`src/rtl/dmx_frame_loader_if.sv`:
```
// Byte-stream input and slot-write/status output bundle of the DMX frame loader.
// The loader side uses the slave modport; whoever feeds bytes and watches writes uses master.
interface dmx_frame_loader_if;
    logic [7:0] rx_data;
    logic       rx_valid;
    logic [9:0] write_addr;
    logic [7:0] write_data;
    logic       write_en;
    logic       busy;
    logic       pkt_done;
    logic       pkt_err;

    modport slave (
        input  rx_data, rx_valid,
        output write_addr, write_data, write_en, busy, pkt_done, pkt_err
    );

    modport master (
        output rx_data, rx_valid,
        input  write_addr, write_data, write_en, busy, pkt_done, pkt_err
    );
endinterface

```
`src/rtl/dmx_frame_loader.sv`:
```
// Parses SOF/ADDR/LEN/DATA/CSUM/EOF packets from a UART byte stream and
// writes the DATA bytes into consecutive dmx512 slots.
module dmx_frame_loader #(
    parameter int         TIMEOUT_CYCLES = 50000,
    parameter logic [7:0] SOF_BYTE       = 8'h7E,
    parameter logic [7:0] EOF_BYTE       = 8'hE7
) (
    input  logic             clk,
    input  logic             rst_n,
    dmx_frame_loader_if.slave bus
);

    localparam int TW = $clog2(TIMEOUT_CYCLES + 1);

    typedef enum logic [2:0] {
        S_IDLE, S_ADDR_HI, S_ADDR_LO, S_LEN, S_DATA, S_CSUM, S_EOF
    } state_t;

    state_t        state_reg, state_next;
    logic [9:0]    ptr_reg;
    logic [1:0]    hi_reg;
    logic [8:0]    remain_reg;
    logic [7:0]    sum_reg;
    logic          mismatch_reg;
    logic [TW-1:0] timer_reg;

    logic [9:0]    write_addr_reg, write_addr_next;
    logic [7:0]    write_data_reg, write_data_next;
    logic          write_en_reg, write_en_next;
    logic          busy_reg, busy_next;
    logic          done_reg, done_next;
    logic          err_reg, err_next;

    logic          timeout;
    logic          ptr_in_range;

    // A byte arriving in the expiry cycle takes precedence over the timeout.
    assign timeout      = (state_reg != S_IDLE) && !bus.rx_valid &&
                          (timer_reg == TW'(TIMEOUT_CYCLES));
    assign ptr_in_range = (ptr_reg >= 10'd1) && (ptr_reg <= 10'd512);

    always_ff @(posedge clk or negedge rst_n) begin
        if (!rst_n) begin
            state_reg      <= S_IDLE;
            write_addr_reg <= '0;
            write_data_reg <= '0;
            write_en_reg   <= 1'b0;
            busy_reg       <= 1'b0;
            done_reg       <= 1'b0;
            err_reg        <= 1'b0;
        end else begin
            state_reg      <= state_next;
            write_addr_reg <= write_addr_next;
            write_data_reg <= write_data_next;
            write_en_reg   <= write_en_next;
            busy_reg       <= busy_next;
            done_reg       <= done_next;
            err_reg        <= err_next;
        end
    end

    always_comb begin
        state_next = state_reg;
        if (timeout) begin
            state_next = S_IDLE;
        end else if (bus.rx_valid) begin
            case (state_reg)
                S_IDLE:    if (bus.rx_data == SOF_BYTE) state_next = S_ADDR_HI;
                S_ADDR_HI: state_next = S_ADDR_LO;
                S_ADDR_LO: state_next = S_LEN;
                S_LEN:     state_next = S_DATA;
                S_DATA:    if (remain_reg == 9'd1) state_next = S_CSUM;
                S_CSUM:    state_next = S_EOF;
                S_EOF:     state_next = S_IDLE;
                default:   state_next = S_IDLE;
            endcase
        end
    end

    always_comb begin
        write_en_next   = 1'b0;
        write_addr_next = write_addr_reg;
        write_data_next = write_data_reg;
        done_next       = 1'b0;
        err_next        = 1'b0;
        busy_next       = (state_next != S_IDLE);
        if (timeout) begin
            err_next = 1'b1;
        end else if (bus.rx_valid) begin
            if (state_reg == S_DATA && ptr_in_range) begin
                write_en_next   = 1'b1;
                write_addr_next = ptr_reg;
                write_data_next = bus.rx_data;
            end
            if (state_reg == S_EOF) begin
                if (bus.rx_data == EOF_BYTE && !mismatch_reg) done_next = 1'b1;
                else                                          err_next  = 1'b1;
            end
        end
    end

    // Packet datapath: pointer, remaining count, checksum and inter-byte timer.
    always_ff @(posedge clk or negedge rst_n) begin
        if (!rst_n) begin
            ptr_reg      <= '0;
            hi_reg       <= '0;
            remain_reg   <= '0;
            sum_reg      <= '0;
            mismatch_reg <= 1'b0;
            timer_reg    <= '0;
        end else begin
            if (state_reg == S_IDLE || bus.rx_valid)
                timer_reg <= '0;
            else if (timer_reg != TW'(TIMEOUT_CYCLES))
                timer_reg <= timer_reg + 1'b1;

            if (bus.rx_valid) begin
                case (state_reg)
                    S_IDLE: begin
                        if (bus.rx_data == SOF_BYTE) begin
                            sum_reg      <= '0;
                            mismatch_reg <= 1'b0;
                        end
                    end
                    S_ADDR_HI: begin
                        hi_reg  <= bus.rx_data[1:0];
                        sum_reg <= sum_reg + bus.rx_data;
                    end
                    S_ADDR_LO: begin
                        ptr_reg <= {hi_reg, bus.rx_data};
                        sum_reg <= sum_reg + bus.rx_data;
                    end
                    S_LEN: begin
                        remain_reg <= (bus.rx_data == 8'd0) ? 9'd256 : {1'b0, bus.rx_data};
                        sum_reg    <= sum_reg + bus.rx_data;
                    end
                    S_DATA: begin
                        if (ptr_reg != 10'd1023) ptr_reg <= ptr_reg + 10'd1;
                        remain_reg <= remain_reg - 9'd1;
                        sum_reg    <= sum_reg + bus.rx_data;
                    end
                    S_CSUM:  mismatch_reg <= (bus.rx_data != sum_reg);
                    default: ;
                endcase
            end
        end
    end

    assign bus.write_addr = write_addr_reg;
    assign bus.write_data = write_data_reg;
    assign bus.write_en   = write_en_reg;
    assign bus.busy       = busy_reg;
    assign bus.pkt_done   = done_reg;
    assign bus.pkt_err    = err_reg;

endmodule

```
`src/flat_wrapper.sv`:
```
// flat-port wrapper written by rule: the top's interface ports become plain ports
module dmx_frame_loader_flat 
#(
    parameter int         TIMEOUT_CYCLES = 50000,
    parameter logic [7:0] SOF_BYTE       = 8'h7E,
    parameter logic [7:0] EOF_BYTE       = 8'hE7
)
  (clk, rst_n, bus_rx_data, bus_rx_valid, bus_write_addr, bus_write_data, bus_write_en, bus_busy, bus_pkt_done, bus_pkt_err);
  dmx_frame_loader_if bus_i ();
  input  logic clk;
  input  logic rst_n;
  input wire logic [$bits(bus_i.rx_data)-1:0] bus_rx_data;
  input wire logic [$bits(bus_i.rx_valid)-1:0] bus_rx_valid;
  output wire logic [$bits(bus_i.write_addr)-1:0] bus_write_addr;
  output wire logic [$bits(bus_i.write_data)-1:0] bus_write_data;
  output wire logic [$bits(bus_i.write_en)-1:0] bus_write_en;
  output wire logic [$bits(bus_i.busy)-1:0] bus_busy;
  output wire logic [$bits(bus_i.pkt_done)-1:0] bus_pkt_done;
  output wire logic [$bits(bus_i.pkt_err)-1:0] bus_pkt_err;
  assign bus_i.rx_data = bus_rx_data;
  assign bus_i.rx_valid = bus_rx_valid;
  assign bus_write_addr = bus_i.write_addr;
  assign bus_write_data = bus_i.write_data;
  assign bus_write_en = bus_i.write_en;
  assign bus_busy = bus_i.busy;
  assign bus_pkt_done = bus_i.pkt_done;
  assign bus_pkt_err = bus_i.pkt_err;
  dmx_frame_loader #(.TIMEOUT_CYCLES(TIMEOUT_CYCLES), .SOF_BYTE(SOF_BYTE), .EOF_BYTE(EOF_BYTE)) u_core (.clk(clk), .rst_n(rst_n), .bus(bus_i));
endmodule
```
`config.mk`:
```
export PLATFORM = sky130hd
export DESIGN_NAME = dmx_frame_loader_flat
export DESIGN_NICKNAME = d
export VERILOG_FILES = /design/src/rtl/dmx_frame_loader_if.sv /design/src/rtl/dmx_frame_loader.sv /design/src/flat_wrapper.sv
export SDC_FILE = /design/constraint.sdc
export NUM_CORES = 1
export LEC_CHECK = 0
export ABC_AREA = 1
export BUFFER_PORTS_ARGS = -buffer_cell sky130_fd_sc_hd__buf_2
export CORE_MARGIN = 2
export CORE_UTILIZATION = 50
export DETAILED_ROUTE_END_ITERATION = 7
export GPL_ROUTABILITY_DRIVEN = 0
export PLACE_DENSITY = 0.66
export SYNTH_ARGS = -nofsm -noshare
export SYNTH_HDL_FRONTEND = slang
export SYNTH_SLANG_ARGS = --single-unit
```
`constraint.sdc`:
```
create_clock -name clk -period 4.5 [get_ports clk]
set_input_delay 0.9 -clock clk [delete_from_list [all_inputs] [get_ports clk]]
set_output_delay 0.9 -clock clk [all_outputs]
set_load 0.02 [all_outputs]
```
==> metrics.md, run 1 <==
| Metric | Value |
|---|---|
| Run status | `complete, no violations` |
| Area growth from synthesis to layout | `9.26%` |
| Pre-CTS setup slack | `~2300 ps` |
| Async SR Flop Fraction | `100%` |
| Total detailed-routing wirelength | `10.5 mm` |
| Most common cell after layout, fill and taps aside | `sky130_fd_sc_hd__nand2_1` |
| Tightest Hold Check Type | `register to register` |
| Leakage component of the power | `2.55 nW` |
| Proportion of synthesized chip area in sequential cells | `a little under 40%` |
| Xor and xnor area share after synthesis | `less than 1%` |
| Total gr overflow | `0` |
| Antenna violations before repair | `0` |
| CTS clk-pin slew, worst paths | `80 ps` |
| Part of the cycle the worst path needs | `between 40 and 50%` |
| I/O pin count | `33` |
| Number of buffers inserted by post-CTS setup repair | `0` |
| Mapped cell area | `about 0.0045 mm2` |
| Hpwl dp | `between 7 and 8 mm` |
| Crit path kind | `register to register` |
| Worst hold path stage count | `2` |
| Final Critical Period | `approximately 2200 ps` |
| Effective utilization at floorplan | `51.6%` |
| Number of buffers added by the clock tree synthesis step | `9` |
| Unrepaired setup endpoints after global routing | `no` |
| CTS hold repair buffers | `0` |
| Transition time at the pin with the least slew margin | `665 ps` |
| Reg2Reg Capture Point | `u_core.sum_reg[5]$_DFFE_PN0P_` |
| Share of post-route cells with drive strength above 1 | `about 12%` |
| Largest vdd supply drop | `0.326 mV` |
| Final sum of negative setup slack | `0 ps` |
| Maximum clock rate | `around 460 MHz` |
| Yosys warns | `0` |
| Worst-skew pair later-pin latency | `about 350 ps` |
| Flip-flop count of the largest register after layout | `16` |
| Number of fill cells | `roughly 850` |
| DRT antenna net count | `0` |
| Critical Path End Type | `register` |
| Cell family with the largest share of critical-path delay | `simple AND/OR/NAND/NOR gates` |
| End of the worst hold path | `u_core.bus.write_addr[5]$_DFFE_PN0P_` |
| Number of nets in the final layout | `a little under 700` |
| Leading cell types in the layout, fill and taps excluded | `sky130_fd_sc_hd__nand2_1 (185), sky130_fd_sc_hd__nand3_1 (79), sky130_fd_sc_hd__inv_1 (76), sky130_fd_sc_hd__nor2_1 (74), sky130_fd_sc_hd__dfrtp_1 (71)` |
| Final hold violation count | `0` |
| Crit path arrival time | `~2400 ps` |
| Maximum buffer depth of the clock tree | `2` |
| 1st-pass router iterations | `5` |
| Routed vias | `between 4,000 and 5,000` |
| Complex-gate fraction of the synthesized area | `under 10%` |
| Global-route wire length before repair | `around 18 mm` |
| Syn_nets | `650` |
| Maximum number of pins on one net before global-route repair | `43` |
| Antenna cells | `0` |
| Number of synthesized flops with an enable pin | `0` |
| Root buffer selected by CTS | `sky130_fd_sc_hd__clkbuf_8` |
| Via count of the first global-routing pass | `between 3,000 and 4,000` |
| Critical path's largest stage delay | `roughly 650 ps` |
| Buffers on Ports | `32` |
| Horizontal die dimension | `roughly 99 um` |
| Simple-gate share of the synthesized area | `a little under two fifths` |
| Power per unit of standard cell area | `approximately 570 mW/mm2` |
| Total of endpoints with negative setup slack in the final report | `0` |
| Post-synthesis share of cell area spent on full adders, half adders and majority gates | `4.64%` |
| Startpoint of the lowest-slack register-to-register path | `u_core.state_reg[0]$_DFF_PN0_` |
| Top cell by count, worst path | `sky130_fd_sc_hd__nand2_1` |
| Cell count after synthesis | `between 600 and 700` |
| Synth unique cells | `34` |
| Average instance area after synthesis | `approximately 7 um2` |
| Buffers plus inverters on the worst setup path | `1` |
| Worst slew margin | `a little under three fifths` |
| R2r worst-path depth | `7` |
| Routed WL per cell | `between 10 and 15 um` |
| Cell at the slowest stage of the critical path | `sky130_fd_sc_hd__dfrtp_1` |
| Share of the synthesized area in the top cell type | `39.7%` |
| Worst setup margin | `roughly 2300 ps` |
| Register area | `around 0.0018 mm2` |
| Violation count after the first detailed-route iteration | `186` |
| TritonCTS clock tree | `yes` |
| Row count | `34` |
| Crit path required time | `about 4800 ps` |
| Final-report max-slew violation count | `0` |
| Residual DRC | `0` |
| Area taken by multi-input logic gates | `roughly 0.0023 mm2` |
| Startpoint types | `register` |
| Post-synthesis mux area share | `0%` |
| Biggest fanout along the worst timing path | `17` |
| Vert. Die Dim | `98.6 um` |
| Via-to-Cell Ratio | `5.30` |
| Count of max-cap constraint violations | `0` |
| Sink count of the clock tree | `between 70 and 80` |
| GRT Util Overall | `a little under a quarter` |
| Core area | `~0.0087 mm2` |
| Largest family of logic cells by synthesized area | `simple AND/OR/NAND/NOR gates` |
| Cells along the critical path | `nor2_8, nand2_1, nand3_1, nand2_1, inv_1, nand3_1, nand2_1` |
| # resized after CTS | `0` |
| Yosys reg bits | `71` |
| Cell accounting for the most synthesized area | `sky130_fd_sc_hd__dfrtp_1` |
| Total Die Area | `slightly below 0.01 mm2` |
| Setup skew after layout | `approximately 9.6 ps` |
| Hold slack | `around 480 ps` |
| Dominant cells by area after synthesis | `sky130_fd_sc_hd__dfrtp_1 (40%), sky130_fd_sc_hd__nand2_1 (16%), sky130_fd_sc_hd__nand3_1 (8.8%)` |
| H-Tree Depth | `3` |
| Beginning of the worst hold path | `u_core.bus.write_addr[5]$_DFFE_PN0P_` |
| Register-to-Register Setup Slack | `~2300 ps` |
| Top FF cell, synth | `sky130_fd_sc_hd__dfrtp_1` |
[metal layers]
layer	global-route usage, %	share of wire (%)	up-vias	wire length, um
met1	32.2	48	1897	5000
met4	7.59	1.4	0	146
met3	3.48	4.7	14	496
met5	0	0	-	0
li1	-	-	2035	-
met2	36.7	46	105	4820
[tightest hold or removal path: cells and delay by family (launching register included)]
kind / cells / cell delay [ps]
flip-flops: 1 / 350
AND/OR/NAND/NOR: 2 / 110
[how the worst max path moves through the flow]
stage | from | end | depth (start not counted)
after global placement | bus_rx_data[0] | u_core.sum_reg[6]$_DFFE_PN0P_ | 10
final | u_core.state_reg[0]$_DFF_PN0_ | u_core.sum_reg[5]$_DFFE_PN0P_ | 7
after global routing | u_core.state_reg[0]$_DFF_PN0_ | u_core.sum_reg[6]$_DFFE_PN0P_ | 7
after CTS | u_core.state_reg[0]$_DFF_PN0_ | u_core.sum_reg[7]$_DFFE_PN0P_ | 7
after detailed placement | bus_rx_data[0] | u_core.sum_reg[6]$_DFFE_PN0P_ | 10
after floorplan | bus_rx_data[0] | u_core.sum_reg[6]$_DFFE_PN0P_ | 9
[Yosys cell counts, types with 6 or more instances]
library cell / count
sky130_fd_sc_hd__a21oi_1: 14
sky130_fd_sc_hd__buf_6: 6
sky130_fd_sc_hd__dfrtp_1: 71
sky130_fd_sc_hd__ha_1: 15
sky130_fd_sc_hd__inv_1: 76
sky130_fd_sc_hd__nand2_1: 185
sky130_fd_sc_hd__nand2_2: 12
sky130_fd_sc_hd__nand3_1: 79
sky130_fd_sc_hd__nand4_1: 13
sky130_fd_sc_hd__nor2_1: 74
sky130_fd_sc_hd__o21ai_0: 26
sky130_fd_sc_hd__o21ai_1: 7
[cells by family (layout without fill, tap and decap cells)]
| kind of cell | count (synthesis) | in the layout |
|---|---|---|
| buffers and inverters | 94 | 128 |
| adders and majority gates | 16 | 16 |
| AOI/OAI and AO/OA | 55 | 55 |
| xor gates and xnor gates | 5 | 5 |
| and+or+nand+nor | 382 | 382 |
| DFF | 71 | 71 |
[layout make-up]
| cell class | instances | share of cell area [%] |
|---|---|---|
| clock buffers | 9 | 2.53 |
| clock inverters | 7 | 2.46 |
| inverters | 79 | 6.07 |
| multi-input cells | 458 | 46.4 |
| flip-flops and latches | 71 | 36.3 |
| well taps | 108 | 2.76 |
| repair buffers | 33 | 3.43 |
[report_power, final]
group / leakage [nW] / internal (mW) / switching [mW] / total, mW
clock network: 0.120 / 0.370 / 0.262 / 0.632
registers: 0.906 / 0.852 / 0.224 / 1.08
logic: 1.53 / 0.376 / 0.689 / 1.06
total: 2.55 / 1.60 / 1.17 / 2.77
[through the flow]
step                      utilization [%]  cells  instance area [um2]  power, mW
after global placement               53.5    749                 4640       2.11
final                                56.3    765                 4890       2.77
after floorplan                         -    623                 4470       1.87
after CTS                            56.3    765                 4890       2.78
after detailed placement             53.5    749                 4640       2.14
after global routing                 56.3    765                 4890       3.00
Note: power is estimated with default switching activity, not from simulation.
==> inputs of run 2 (changes only) <==
clock period = 2.1 ns   (was 4.5 ns; I/O delays follow)
==> metrics.md, run 2 (same netlist as run 1, synthesis figures left out) <==
| Metric | Value |
|---|---|
| Run status | `complete, no violations` |
| Buffers on Ports | `32` |
| Via count of the first global-routing pass | `just under 4,000` |
| Sink count of the clock tree | `between 70 and 80` |
| CTS hold repair buffers | `0` |
| Tightest Hold Check Type | `input port to asynchronous set/reset pin` |
| # resized after CTS | `0` |
| Worst slew margin | `about 63%` |
| Register area | `0.00178 mm2` |
| Routed WL per cell | `between 10 and 15 um` |
| Flip-flop count of the largest register after layout | `16` |
| Share of post-route cells with drive strength above 1 | `12.6%` |
| Setup skew after layout | `about 6.4 ps` |
| Top routing layer in use | `met4` |
| Unrepaired setup endpoints after global routing | `no` |
| Crit path kind | `register to register` |
| Part of the cycle the worst path needs | `a little over four fifths` |
| Routed metal-1 wire length | `between 5 and 6 mm` |
| Hold slack | `45.9 ps` |
| Row count | `34` |
| Final Critical Period | `around 1700 ps` |
| Horizontal die dimension | `slightly below 100 um` |
| Global-route wire length before repair | `around 18 mm` |
| Total cell area at the placement stage | `roughly 0.0047 mm2` |
| Routed wire length on met3 | `474 um` |
| Critical path's largest stage delay | `460 ps` |
| Total gr overflow | `0` |
| Total Die Area | `between 0.009 and 0.01 mm2` |
| H-Tree Depth | `3` |
| Maximum buffer depth of the clock tree | `2` |
| Maximum number of pins on one net before global-route repair | `28` |
| Number of buffers added by the clock tree synthesis step | `9` |
| Pre-CTS setup slack | `around 350 ps` |
| DRT antenna net count | `0` |
| Total detailed-routing wirelength | `between 10 and 15 mm` |
| CTS clk-pin slew, worst paths | `roughly 90 ps` |
| Startpoint types | `register` |
| Crit path arrival time | `~2000 ps` |
| TritonCTS clock tree | `yes` |
| Residual DRC | `0` |
| Violation count after the first detailed-route iteration | `between 200 and 250` |
| Antenna cells | `0` |
| Design Area, Final | `around 0.005 mm2` |
| Total of endpoints with negative setup slack in the final report | `0` |
| Power per unit of standard cell area | `1180 mW/mm2` |
| Cells along the critical path | `inv_1, ha_1, nor3b_1, nand3b_1, nand2_4, nand2_8, nand2_2, nand2_1` |
| Leakage component of the power | `~2.6 nW` |
| Effective utilization at floorplan | `between 50% and 60%` |
| Most common cell after layout, fill and taps aside | `sky130_fd_sc_hd__nand2_1` |
| Number of nets in the final layout | `about 700` |
| Biggest fanout along the worst timing path | `19` |
| Routed vias | `4,025` |
| Number of buffers inserted by post-CTS setup repair | `0` |
| Leading cell types in the layout, fill and taps excluded | `sky130_fd_sc_hd__nand2_1 (185), sky130_fd_sc_hd__nand3_1 (79), sky130_fd_sc_hd__inv_1 (76), sky130_fd_sc_hd__nor2_1 (74), sky130_fd_sc_hd__dfrtp_1 (71)` |
| 1st-pass router iterations | `5` |
| Worst setup margin | `352 ps` |
| Final-report max-slew violation count | `0` |
| Util after Layout | `56.7%` |
| GRT Util Overall | `between 20% and 30%` |
| Largest vdd supply drop | `0.477 mV` |
| Cell at the slowest stage of the critical path | `sky130_fd_sc_hd__dfrtp_1` |
| Area growth from synthesis to layout | `9.96%` |
| Transition time at the pin with the least slew margin | `561 ps` |
| Maximum clock rate | `about 570 MHz` |
| Area taken by multi-input logic gates | `0.00227 mm2` |
| Number of fill cells | `853` |
| Vert. Die Dim | `98.6 um` |
| Met2 WL post-DR | `4.68 mm` |
| Core area | `roughly 0.0087 mm2` |
| Hpwl dp | `7.59 mm` |
| Via-to-Cell Ratio | `5.23` |
| Count of max-cap constraint violations | `0` |
| Crit path required time | `between 2000 and 2500 ps` |
| Final hold violation count | `0` |
| Critical Path End Type | `register` |
| Root buffer selected by CTS | `sky130_fd_sc_hd__clkbuf_8` |
| Final sum of negative setup slack | `0 ps` |
| I/O pin count | `33` |
| Worst-skew pair later-pin latency | `360 ps` |
| Antenna violations before repair | `0` |
## run 2: changes by cell type in the layout (fill, tap and decap cells not counted)
cell	delta
sky130_fd_sc_hd__buf_12	+2
sky130_fd_sc_hd__bufinv_16	-1
sky130_fd_sc_hd__buf_4	+2
sky130_fd_sc_hd__clkinv_4	+1
sky130_fd_sc_hd__clkinv_2	+1
sky130_fd_sc_hd__clkinvlp_4	-1
## run 2: layer usage
metal / global-route usage [%] / up-vias
met2: 35.9 / 98
met1: 31.8 / 1863
met5: 0 / -
met4: 6.11 / 0
li1: - / 2053
met3: 4.11 / 11
## run 2: layout make-up
type                       instances  share of cell area, %
timing repair buffer              37                   4.53
multi-input combinational        458                   46.1
tap                              108                   2.75
sequential                        71                   36.1
clock inverter                     7                   1.96
clock buffer                       9                   2.52
inverter                          79                   6.03
## run 2: path summary, 6_finish.rpt
path                                                       from                              endpoint  slack [ps]  depth (start not counted)
max                               u_core.ptr_reg[0]$_DFFE_PN0P_  u_core.bus.write_data[0]$_DFFE_PN0P_         350                          8
max reg2reg                       u_core.ptr_reg[0]$_DFFE_PN0P_  u_core.bus.write_data[0]$_DFFE_PN0P_         350                          8
max in group asynchronous                                 rst_n       u_core.timer_reg[0]$_DFFE_PN0P_        1510                          2
min                                                       rst_n         u_core.ptr_reg[6]$_DFFE_PN0P_          50                          1
min in group clk                                 bus_rx_data[0]  u_core.bus.write_data[0]$_DFFE_PN0P_         390                          3
min reg2reg                u_core.bus.write_addr[5]$_DFFE_PN0P_  u_core.bus.write_addr[5]$_DFFE_PN0P_         470                          2
## run 2: where the power goes
part / internal (mW) / switching (mW) / leakage, nW
logic: 0.824 / 1.45 / 1.56
registers: 1.83 / 0.479 / 0.906
clock network: 0.673 / 0.563 / 0.114
## run 2: stage by stage
step	std cells	total power, mW
floorplan	623	4.01
global route	769	6.29
finish	769	5.82
CTS	769	5.85
global placement	753	4.53
detailed placement	753	4.61
## run 2: critical path, delay by kind of cell (launching register included)
family,cells,cell delay [ps]
adders and majority gates,1,160
and+or+nand+nor,6,840
DFF,1,460
buffers and inverters,1,160
